<file path="config.mk">
export PLATFORM = sky130hd
export DESIGN_NAME = aes_round_sequencer
export DESIGN_NICKNAME = d
export VERILOG_FILES = /design/src/rtl/aes_round_sequencer_pkg.sv /design/src/rtl/aes_round_sequencer_key_step.sv /design/src/rtl/aes_round_sequencer.sv
export SDC_FILE = /design/constraint.sdc
export NUM_CORES = 2
export LEC_CHECK = 0
export CELL_PAD_IN_SITES_DETAIL_PLACEMENT = 1
export CELL_PAD_IN_SITES_GLOBAL_PLACEMENT = 1
export CORE_ASPECT_RATIO = 1.1
export CORE_MARGIN = 8
export CORE_UTILIZATION = 41
export DETAILED_ROUTE_END_ITERATION = 7
export PLACE_DENSITY_LB_ADDON = 0.1
export RECOVER_POWER = 50
export REMOVE_ABC_BUFFERS = 1
export SLEW_MARGIN = 20
export SYNTH_ARGS = -nofsm -noshare
export SYNTH_HDL_FRONTEND = slang
export SYNTH_SLANG_ARGS = --single-unit
export TNS_END_PERCENT = 30
</file>
<file path="constraint.sdc">
create_clock -name clk -period 25.3 [get_ports clk]
set_input_delay 5.06 -clock clk [delete_from_list [all_inputs] [get_ports clk]]
set_output_delay 5.06 -clock clk [all_outputs]
set_load 0.01 [all_outputs]
</file>
<file path="src/rtl/aes_round_sequencer_pkg.sv">
// Shared AES-128 definitions: block type, sequencer states, S-box, round
// constants and the byte-level round transforms used by the sequencer.
`timescale 1ns/1ps
package aes_round_sequencer_pkg;

  localparam int NUM_ROUNDS  = 10;
  localparam int BLOCK_BYTES = 16;

  // Byte i lives in bits [8i+7:8i]; i = 4*col + row.
  typedef logic [BLOCK_BYTES-1:0][7:0] aes_block_t;

  typedef enum logic [1:0] {
    IDLE  = 2'd0,
    ROUND = 2'd1,
    DONE  = 2'd2
  } seq_state_t;

  localparam logic [7:0] SUB_BYTES_TABLE [256] = '{
    8'h63, 8'h7c, 8'h77, 8'h7b, 8'hf2, 8'h6b, 8'h6f, 8'hc5, 8'h30, 8'h01, 8'h67, 8'h2b, 8'hfe, 8'hd7, 8'hab, 8'h76,
    8'hca, 8'h82, 8'hc9, 8'h7d, 8'hfa, 8'h59, 8'h47, 8'hf0, 8'had, 8'hd4, 8'ha2, 8'haf, 8'h9c, 8'ha4, 8'h72, 8'hc0,
    8'hb7, 8'hfd, 8'h93, 8'h26, 8'h36, 8'h3f, 8'hf7, 8'hcc, 8'h34, 8'ha5, 8'he5, 8'hf1, 8'h71, 8'hd8, 8'h31, 8'h15,
    8'h04, 8'hc7, 8'h23, 8'hc3, 8'h18, 8'h96, 8'h05, 8'h9a, 8'h07, 8'h12, 8'h80, 8'he2, 8'heb, 8'h27, 8'hb2, 8'h75,
    8'h09, 8'h83, 8'h2c, 8'h1a, 8'h1b, 8'h6e, 8'h5a, 8'ha0, 8'h52, 8'h3b, 8'hd6, 8'hb3, 8'h29, 8'he3, 8'h2f, 8'h84,
    8'h53, 8'hd1, 8'h00, 8'hed, 8'h20, 8'hfc, 8'hb1, 8'h5b, 8'h6a, 8'hcb, 8'hbe, 8'h39, 8'h4a, 8'h4c, 8'h58, 8'hcf,
    8'hd0, 8'hef, 8'haa, 8'hfb, 8'h43, 8'h4d, 8'h33, 8'h85, 8'h45, 8'hf9, 8'h02, 8'h7f, 8'h50, 8'h3c, 8'h9f, 8'ha8,
    8'h51, 8'ha3, 8'h40, 8'h8f, 8'h92, 8'h9d, 8'h38, 8'hf5, 8'hbc, 8'hb6, 8'hda, 8'h21, 8'h10, 8'hff, 8'hf3, 8'hd2,
    8'hcd, 8'h0c, 8'h13, 8'hec, 8'h5f, 8'h97, 8'h44, 8'h17, 8'hc4, 8'ha7, 8'h7e, 8'h3d, 8'h64, 8'h5d, 8'h19, 8'h73,
    8'h60, 8'h81, 8'h4f, 8'hdc, 8'h22, 8'h2a, 8'h90, 8'h88, 8'h46, 8'hee, 8'hb8, 8'h14, 8'hde, 8'h5e, 8'h0b, 8'hdb,
    8'he0, 8'h32, 8'h3a, 8'h0a, 8'h49, 8'h06, 8'h24, 8'h5c, 8'hc2, 8'hd3, 8'hac, 8'h62, 8'h91, 8'h95, 8'he4, 8'h79,
    8'he7, 8'hc8, 8'h37, 8'h6d, 8'h8d, 8'hd5, 8'h4e, 8'ha9, 8'h6c, 8'h56, 8'hf4, 8'hea, 8'h65, 8'h7a, 8'hae, 8'h08,
    8'hba, 8'h78, 8'h25, 8'h2e, 8'h1c, 8'ha6, 8'hb4, 8'hc6, 8'he8, 8'hdd, 8'h74, 8'h1f, 8'h4b, 8'hbd, 8'h8b, 8'h8a,
    8'h70, 8'h3e, 8'hb5, 8'h66, 8'h48, 8'h03, 8'hf6, 8'h0e, 8'h61, 8'h35, 8'h57, 8'hb9, 8'h86, 8'hc1, 8'h1d, 8'h9e,
    8'he1, 8'hf8, 8'h98, 8'h11, 8'h69, 8'hd9, 8'h8e, 8'h94, 8'h9b, 8'h1e, 8'h87, 8'he9, 8'hce, 8'h55, 8'h28, 8'hdf,
    8'h8c, 8'ha1, 8'h89, 8'h0d, 8'hbf, 8'he6, 8'h42, 8'h68, 8'h41, 8'h99, 8'h2d, 8'h0f, 8'hb0, 8'h54, 8'hbb, 8'h16
  };

  // Indexed by round number 1..10; entry 0 and 11..15 are never used.
  localparam logic [7:0] RCON [16] = '{
    8'h00, 8'h01, 8'h02, 8'h04, 8'h08, 8'h10, 8'h20, 8'h40,
    8'h80, 8'h1b, 8'h36, 8'h00, 8'h00, 8'h00, 8'h00, 8'h00
  };

  // Multiply by x in GF(2^8) with the AES polynomial.
  function automatic logic [7:0] xtime(input logic [7:0] b);
    return {b[6:0], 1'b0} ^ (b[7] ? 8'h1b : 8'h00);
  endfunction

  function automatic aes_block_t sub_bytes(input aes_block_t s);
    aes_block_t r;
    for (int i = 0; i < BLOCK_BYTES; i++) r[i] = SUB_BYTES_TABLE[s[i]];
    return r;
  endfunction

  // Row w is rotated left by w columns.
  function automatic aes_block_t shift_rows(input aes_block_t s);
    aes_block_t r;
    for (int c = 0; c < 4; c++)
      for (int w = 0; w < 4; w++) r[4*c+w] = s[4*((c+w)%4)+w];
    return r;
  endfunction

  function automatic aes_block_t mix_columns(input aes_block_t s);
    aes_block_t r;
    logic [7:0] a0, a1, a2, a3;
    for (int c = 0; c < 4; c++) begin
      a0 = s[4*c];
      a1 = s[4*c+1];
      a2 = s[4*c+2];
      a3 = s[4*c+3];
      r[4*c]   = xtime(a0) ^ xtime(a1) ^ a1 ^ a2 ^ a3;
      r[4*c+1] = a0 ^ xtime(a1) ^ xtime(a2) ^ a2 ^ a3;
      r[4*c+2] = a0 ^ a1 ^ xtime(a2) ^ xtime(a3) ^ a3;
      r[4*c+3] = xtime(a0) ^ a0 ^ a1 ^ a2 ^ xtime(a3);
    end
    return r;
  endfunction

  // Full middle round and final round (final round skips MixColumns).
  function automatic aes_block_t main_cycle(input aes_block_t s, input aes_block_t k);
    return mix_columns(shift_rows(sub_bytes(s))) ^ k;
  endfunction

  function automatic aes_block_t last_cycle(input aes_block_t s, input aes_block_t k);
    return shift_rows(sub_bytes(s)) ^ k;
  endfunction

endpackage

</file>
<file path="src/rtl/aes_round_sequencer_key_step.sv">
// One AES-128 key-schedule step: current round key + rcon -> next round key.
`timescale 1ns/1ps
module aes_round_sequencer_key_step
  import aes_round_sequencer_pkg::*;
(
  input  logic [127:0] key_i,
  input  logic [7:0]   rcon_i,
  output logic [127:0] key_o
);

  aes_block_t       k_in;
  aes_block_t       k_out;
  logic [3:0][7:0]  temp;

  assign k_in  = key_i;
  assign key_o = k_out;

  // SubWord(RotWord(w3)) ^ rcon, then chain the XOR through w0..w3.
  always_comb begin
    temp  = '0;
    k_out = '0;
    for (int r = 0; r < 4; r++) temp[r] = SUB_BYTES_TABLE[k_in[12+((r+1)%4)]];
    temp[0] = temp[0] ^ rcon_i;
    for (int r = 0; r < 4; r++) begin
      k_out[r]    = k_in[r]    ^ temp[r];
      k_out[4+r]  = k_in[4+r]  ^ k_out[r];
      k_out[8+r]  = k_in[8+r]  ^ k_out[4+r];
      k_out[12+r] = k_in[12+r] ^ k_out[8+r];
    end
  end

endmodule

</file>
<file path="src/rtl/aes_round_sequencer.sv">
// Iterative AES-128 encryptor: one round per clock over a single shared round
// datapath, valid/ready on both the block input and the ciphertext output.
//
// Handshake: a transfer happens on a rising edge where valid and ready are
// both high; valid never waits for ready, and out_valid/out_block stay frozen
// until their transfer (or a flush/reset). in_ready is combinational: in DONE
// it follows out_ready so a new block can load on the output-transfer edge.
`timescale 1ns/1ps
module aes_round_sequencer (
  input  logic         clk,
  input  logic         rst,
  input  logic         flush,
  input  logic         in_valid,
  output logic         in_ready,
  input  logic [127:0] in_block,
  input  logic [127:0] in_key,
  output logic         out_valid,
  input  logic         out_ready,
  output logic [127:0] out_block,
  output logic         busy,
  output logic [3:0]   round_idx
);
  import aes_round_sequencer_pkg::*;

  seq_state_t fsm_q, fsm_d;
  aes_block_t blk_q, blk_d;
  aes_block_t key_q, key_d;
  logic [3:0] round_q, round_d;

  logic       accept;
  logic       last_round;
  logic [127:0] key_nxt;
  aes_block_t sr_blk;
  aes_block_t round_out;

  aes_round_sequencer_key_step u_key_step (
    .key_i  (key_q),
    .rcon_i (RCON[round_q]),
    .key_o  (key_nxt)
  );

  // Main and final rounds share SubBytes/ShiftRows; only MixColumns differs.
  assign last_round = (round_q == 4'(NUM_ROUNDS));
  assign sr_blk     = shift_rows(sub_bytes(blk_q));
  assign round_out  = (last_round ? sr_blk : mix_columns(sr_blk)) ^ key_nxt;

  assign in_ready  = !rst && !flush && ((fsm_q == IDLE) || ((fsm_q == DONE) && out_ready));
  assign accept    = in_valid && in_ready;
  assign out_valid = (fsm_q == DONE) && !flush;
  assign out_block = blk_q;
  assign busy      = (fsm_q == ROUND);
  assign round_idx = round_q;

  // State, key, round counter and FSM registers; cleared at once by rst.
  always_ff @(posedge clk or posedge rst) begin
    if (rst) begin
      fsm_q   <= IDLE;
      blk_q   <= '0;
      key_q   <= '0;
      round_q <= '0;
    end else begin
      fsm_q   <= fsm_d;
      blk_q   <= blk_d;
      key_q   <= key_d;
      round_q <= round_d;
    end
  end

  // Next-state: load on accept, one round per ROUND cycle, hold in DONE.
  always_comb begin
    fsm_d   = fsm_q;
    blk_d   = blk_q;
    key_d   = key_q;
    round_d = round_q;
    if (flush) begin
      fsm_d   = IDLE;
      round_d = '0;
    end else begin
      case (fsm_q)
        IDLE: begin
          if (accept) begin
            blk_d   = in_block ^ in_key;
            key_d   = in_key;
            round_d = 4'd1;
            fsm_d   = ROUND;
          end
        end
        ROUND: begin
          blk_d = round_out;
          key_d = key_nxt;
          if (!last_round) round_d = round_q + 4'd1;
          else             fsm_d   = DONE;
        end
        DONE: begin
          if (out_ready) begin
            if (accept) begin
              blk_d   = in_block ^ in_key;
              key_d   = in_key;
              round_d = 4'd1;
              fsm_d   = ROUND;
            end else begin
              round_d = '0;
              fsm_d   = IDLE;
            end
          end
        end
        default: begin
          fsm_d   = IDLE;
          round_d = '0;
        end
      endcase
    end
  end

endmodule

</file>
# After elaboration in Yosys (flattened, before gate mapping)

Memory sizes are Yosys's and may differ from the RTL's.
Cells that the tools add are included.

Bits in registers: 262
ROM bits: 41088
Input port bits: 261
Word-level logic and storage cells: 296
Output and inout bits: 135
Memories: 21

Memory list:

| memory           | words | bits a word | read ports | clocked after Yosys merged registers in | write ports | RTL line                           | text |
|---|---|---|---|---|---|---|---|
| (name not given) | 256   | 8           | 1          | 0                                       | 0           | aes_round_sequencer_key_step.sv:22 | `for (int r = 0; r < 4; r++) temp[r] = SUB_BYTES_TABLE[k_in[12+((r+1)%4)]];` |
| (name not given) | 256   | 8           | 1          | 0                                       | 0           | aes_round_sequencer_key_step.sv:22 |  |
| (name not given) | 256   | 8           | 1          | 0                                       | 0           | aes_round_sequencer_key_step.sv:22 |  |
| (name not given) | 256   | 8           | 1          | 0                                       | 0           | aes_round_sequencer_key_step.sv:22 |  |
| (name not given) | 256   | 8           | 1          | 0                                       | 0           | aes_round_sequencer_pkg.sv:50      | `for (int i = 0; i < BLOCK_BYTES; i++) r[i] = SUB_BYTES_TABLE[s[i]];` |
| (name not given) | 256   | 8           | 1          | 0                                       | 0           | aes_round_sequencer_pkg.sv:50      |  |
| 15 more memories | --    | --          | --         | --                                      | --          | --                                 |  |

Add/sub/neg operators: 1
Magnitude comparators: 21
Multiplexer cells: 77
Reduce and logical (&&, ||, !) cells: 13
Eq/ne operators: 8
Bitwise operators: 121

Operators by type and width:

| operator              | count |
|---|---|
| $pmux W128 S3         | 2 |
| $xor A8 B8 Y8         | 81 |
| $mux W128             | 5 |
| $mux W8               | 42 |
| $xor A128 B128 Y128   | 2 |
| $ge A9 B9 Y1 const B  | 20 |
| $not A8 Y9            | 20 |
| $xor A8 B5 Y8         | 16 |
| $mux W5               | 16 |
| $mux W4               | 4 |
| $pmux W4 S3           | 1 |
| $ne A3 B3 Y1 const B  | 3 |
| $reduce_and A3 Y1     | 3 |
| $mux W2               | 4 |
| $pmux W2 S3           | 1 |
| $ge A5 B5 Y1 const B  | 1 |
| $logic_and A1 B1 Y1   | 5 |
| $not A4 Y5            | 1 |
| $add A4 B1 Y4 const B | 1 |
| $eq A4 B4 Y1 const B  | 1 |
| $ne A3 B2 Y1 const B  | 1 |
| $reduce_bool A3 Y1    | 1 |
| $eq A2 B1 Y1 const B  | 1 |
| $eq A2 B2 Y1 const B  | 1 |
| 6 further kinds       | 8 |

# Longest topological paths before layout

Depth after elaboration: 13
Gate-level depth with buffers: 19
Gate-level depth less buffers: 13

# Modules after synthesis

A second synthesis with hierarchy kept.

Cell total of the unflattened synthesis: 13417
Area total of the unflattened synthesis: 92707.7 um^2

By module, submodules not included:

| module                       | sequential area each (um^2) | area an instance (um^2) | cells each | times used |
|---|---|---|---|---|
| aes_round_sequencer          | 6556.3                      | 76711.1                 | 11035      | 1 |
| aes_round_sequencer_key_step | 0.0                         | 15996.6                 | 2382       | 1 |

# Least setup slack after synthesis

Ideal clock, no wire load.

Kind: input -> register
Start: input rst
End: register key_q[102] in the netlist's numbering
Stages: 7
Slack: 12862 ps
Library setup time: 137 ps
Data arrival time: 12301 ps
Path buffers: 3
Required time: 25163 ps
Cells stage by stage: inv_1 -> a21oi_1 -> nor3_1 -> clkbuf_1 -> clkbuf_1 -> clkbuf_1 -> a21oi_1

Longest elaborated chain between the ends: 7

Ends and longest elaborated chain:

| what                               | RTL line                  | text |
|---|---|---|
| start, declared                    | aes_round_sequencer.sv:11 | `input logic rst,` |
| $logic_not A1 Y1 (no line) *       | --                        |  |
| $logic_and A1 B1 Y1 * (2 in a row) | aes_round_sequencer.sv:47 | `assign in_ready = !rst && !flush && ((fsm_q == IDLE) \|\| ((fsm_q == DONE) && out_ready));` |
| $logic_and A1 B1 Y1 *              | aes_round_sequencer.sv:48 | `assign accept = in_valid && in_ready;` |
| $mux W128 *                        | --                        |  |
| $mux W128                          | --                        |  |
| $pmux W128 S3 *                    | --                        |  |
| end signal, assigned               | aes_round_sequencer.sv:64 | `key_q <= key_d;` |
| end, declared                      | aes_round_sequencer.sv:27 | `aes_block_t key_q, key_d;` |

Every way passes the cells marked *; elsewhere a longest branch is shown, timed or not. The select of a mux whose other input is x is not followed.
A chain may end at the register's enable or synchronous reset.

==> flow_summary.yaml <==
status:
  status: "complete, but fails checks"
  violations: "max-capacitance violations, max-slew violations"
final_layout:
  layout_commonest_cell: "o21ai_0"
  nFillCells: 28000
  regArea_um2: 6700
  nNetsFinal: 12900
  area.growth.synth_to_final_pct: 5.49
  multi_input_area_um2: 77500
  layout.cells.non_filler: 15300
  drive_gt1_frac: 0.0946
  layout_common_cells: "1076 x o21ai_0, 1066 x a21oi_1, 1007 x nand2_1"
  final_area_um2: 96800
grt:
  globalRouteOverflowTotal: 0
  grt_pass1_wl_um: 807000
  grt_max_degree: 139
  grt_antenna_before_repair: 32
  grt_pass1_vias: 111000
  grt_usage: 0.439
die:
  ioPinCount: 396
  core_um2: 223000
  die_h_um: 512
  initial_utilization: 0.412
  dieWidth_um: 467
  rows: 182
  die_area_um2: 239000
synth:
  synthFlopType: "dfrtp_1"
  synthArstFlopShare: 1.00
  yosys-top-cells-area: "dfrtp_1 7.1%, mux4_2 6.7%, o21ai_0 5.9%"
  synth_edf_count: 0
  ys_seq_area_frac: 0.0714
  synth_warnings: 0
  postSynthAreaPerCell_um2: 7.00
  yosysTopAreaCell: "dfrtp_1"
  synth_seq_cells: 262
  syn_inst: 13100
  syn_area_um2: 91800
  yosysUniqueCellTypes: 128
  synth_top_area_share: 0.0714
setup_path:
  crit_family: "buffers and inverters"
  ff2ff_setup_slack_ps: 17330
  path_buf_inv: 3
  startpoint_type: "input port"
  critPathSlowestCell: "clkbuf_1"
  worstSetupStartpoint: "rst"
  rr_endpoint: "out_block[48]$_DFFE_PP0P_"
  reg2reg_depth: 14
  cp.required_ps: 23390
  cp_max_fo: 109
  critical_path_class: "input port to asynchronous set/reset pin"
  rr_startpoint: "out_block[112]$_DFFE_PP0P_"
  arrival_ps: 13490
  crit_path_max_incr_delay_ps: 4890
  end_kind: "asynchronous set/reset pin"
  crit_chain: "dlygate4sd3_1, clkinvlp_2, clkbuf_1"
clock_tree:
  cts_max_path_buffers: 3
  cts_tree: "yes"
  numCtsBuffers: 38
  cts-root-buf: "clkbuf_16"
  post_cts_buffers: 0
  clkSinkCount: 262
  cts_resized: 0
  htree_num_levels: 2
  insertion_delay_ps: 670
  hold_buffers: 0
  path_clk_slew_ps: 60
route:
  drtIter0Drc: 18600
  drt-total-wl_um: 561000
  drt_first_pass_iters: 6
  ant_nets: 0
  avgViaCountPerCell: 7.53
  routedWlPerCell_um: 36.6
  dr_total_vias: 115000
  route.detailed.drc: 0
timing:
  rsz0062_at_grt: "false"
  setup_slack_ps: 9890
  setup_violations: 0
  relSlewSlack: -3.52
  tightest_slew_ps: 6790
  fin_worst_skew_ps: 51.9
  finalMaxSlewViolations: 605
  timing.fmax_mhz: 64.9
  min_period_ps: 15410
  hold_viol: 0
  fin_crit_sh: 0.609
  fin_setup_tns_ps: 0
job:
  cap_viol_max_count: 15
placement:
  place_ws_ps: 13460
  port_buffers: 395
  placed_area_um2: 95500
  hpwl_um: 402000
  place_congestion: 1.05
  placedCellCount: 15200
hold_path:
  hold_path_class: "flop to flop"
  min_from: "key_q[6]$_DFFE_PP0P_"
  min_to: "key_q[6]$_DFFE_PP0P_"
  min_path_cells: 2
[sequential cells by signal, summed over array words and instances, names as in the netlist]
| signal | cells |
|---|---|
| fsm_q | 2 |
| key_q | 128 |
| out_block | 128 |
| round_idx | 4 |
[routing by layer]
metal	GRT usage	wire length (um)	vias up
li1	-	-	48000
met2	0.660	238000	8343
met4	0.294	48700	26
met3	0.105	62500	1887
met1	0.556	211000	57200
met5	0	184	-
[layout make-up]
cell class / count / share of cell area
inverters: 245 / 0.00959
clock buffers: 50 / 0.0108
well taps: 2944 / 0.0381
multi-input cells: 11000 / 0.801
diodes: 18 / 0.000465
flip-flops and latches: 262 / 0.0692
clock inverters: 20 / 0.00299
repair buffers: 752 / 0.0680
[worst max-delay path by stage]
stage               depth (start not counted)                          to
finish                                      3   out_block[50]$_DFFE_PP0P_
global route                                3  out_block[107]$_DFFE_PP0P_
CTS                                         3                    in_ready
detailed placement                          3                    in_ready
global placement                            3                    in_ready
floorplan                                   6   out_block[70]$_DFFE_PP0P_
[kinds of logic after synthesis]
family	synth area share
AO/OA/AOI/OAI	0.367
XOR/XNOR	0.100
adder cells (fa/ha/maj)	0.0408
buffers and inverters	0.0854
flip-flops	0.0714
multiplexers	0.0957
AND/OR/NAND/NOR	0.239
[worst min-delay path, cell delays in order, from the launching register on]
cell and delay (ps):
dfrtp_1 360, nand2_1 50, o21ai_0 60
[cell usage after synthesis, drive strengths merged, types with 165 or more instances]
cell type	number
o211ai	242
nand3	382
ha	295
a311oi	210
xor2	292
nor2b	390
a21oi	1073
mux4	273
a31oi	275
clkbuf	863
o22ai	165
nor3	434
a211oi	233
o21ai	1104
xnor2	485
nand2b	461
inv	215
buf	706
nand2	1013
o311ai	193
dfrtp	262
nor2	927
mux2i	186
[metrics by stage]
stage	hold WS, ps	util
after floorplan	468	-
after global placement	482	0.428
after detailed placement	492	0.428
after CTS	504	0.434
after global routing	551	0.434
final	501	0.434
Power is not shown: default switching activity piles up to over one toggle a cycle in this logic, so the estimate is an artifact.
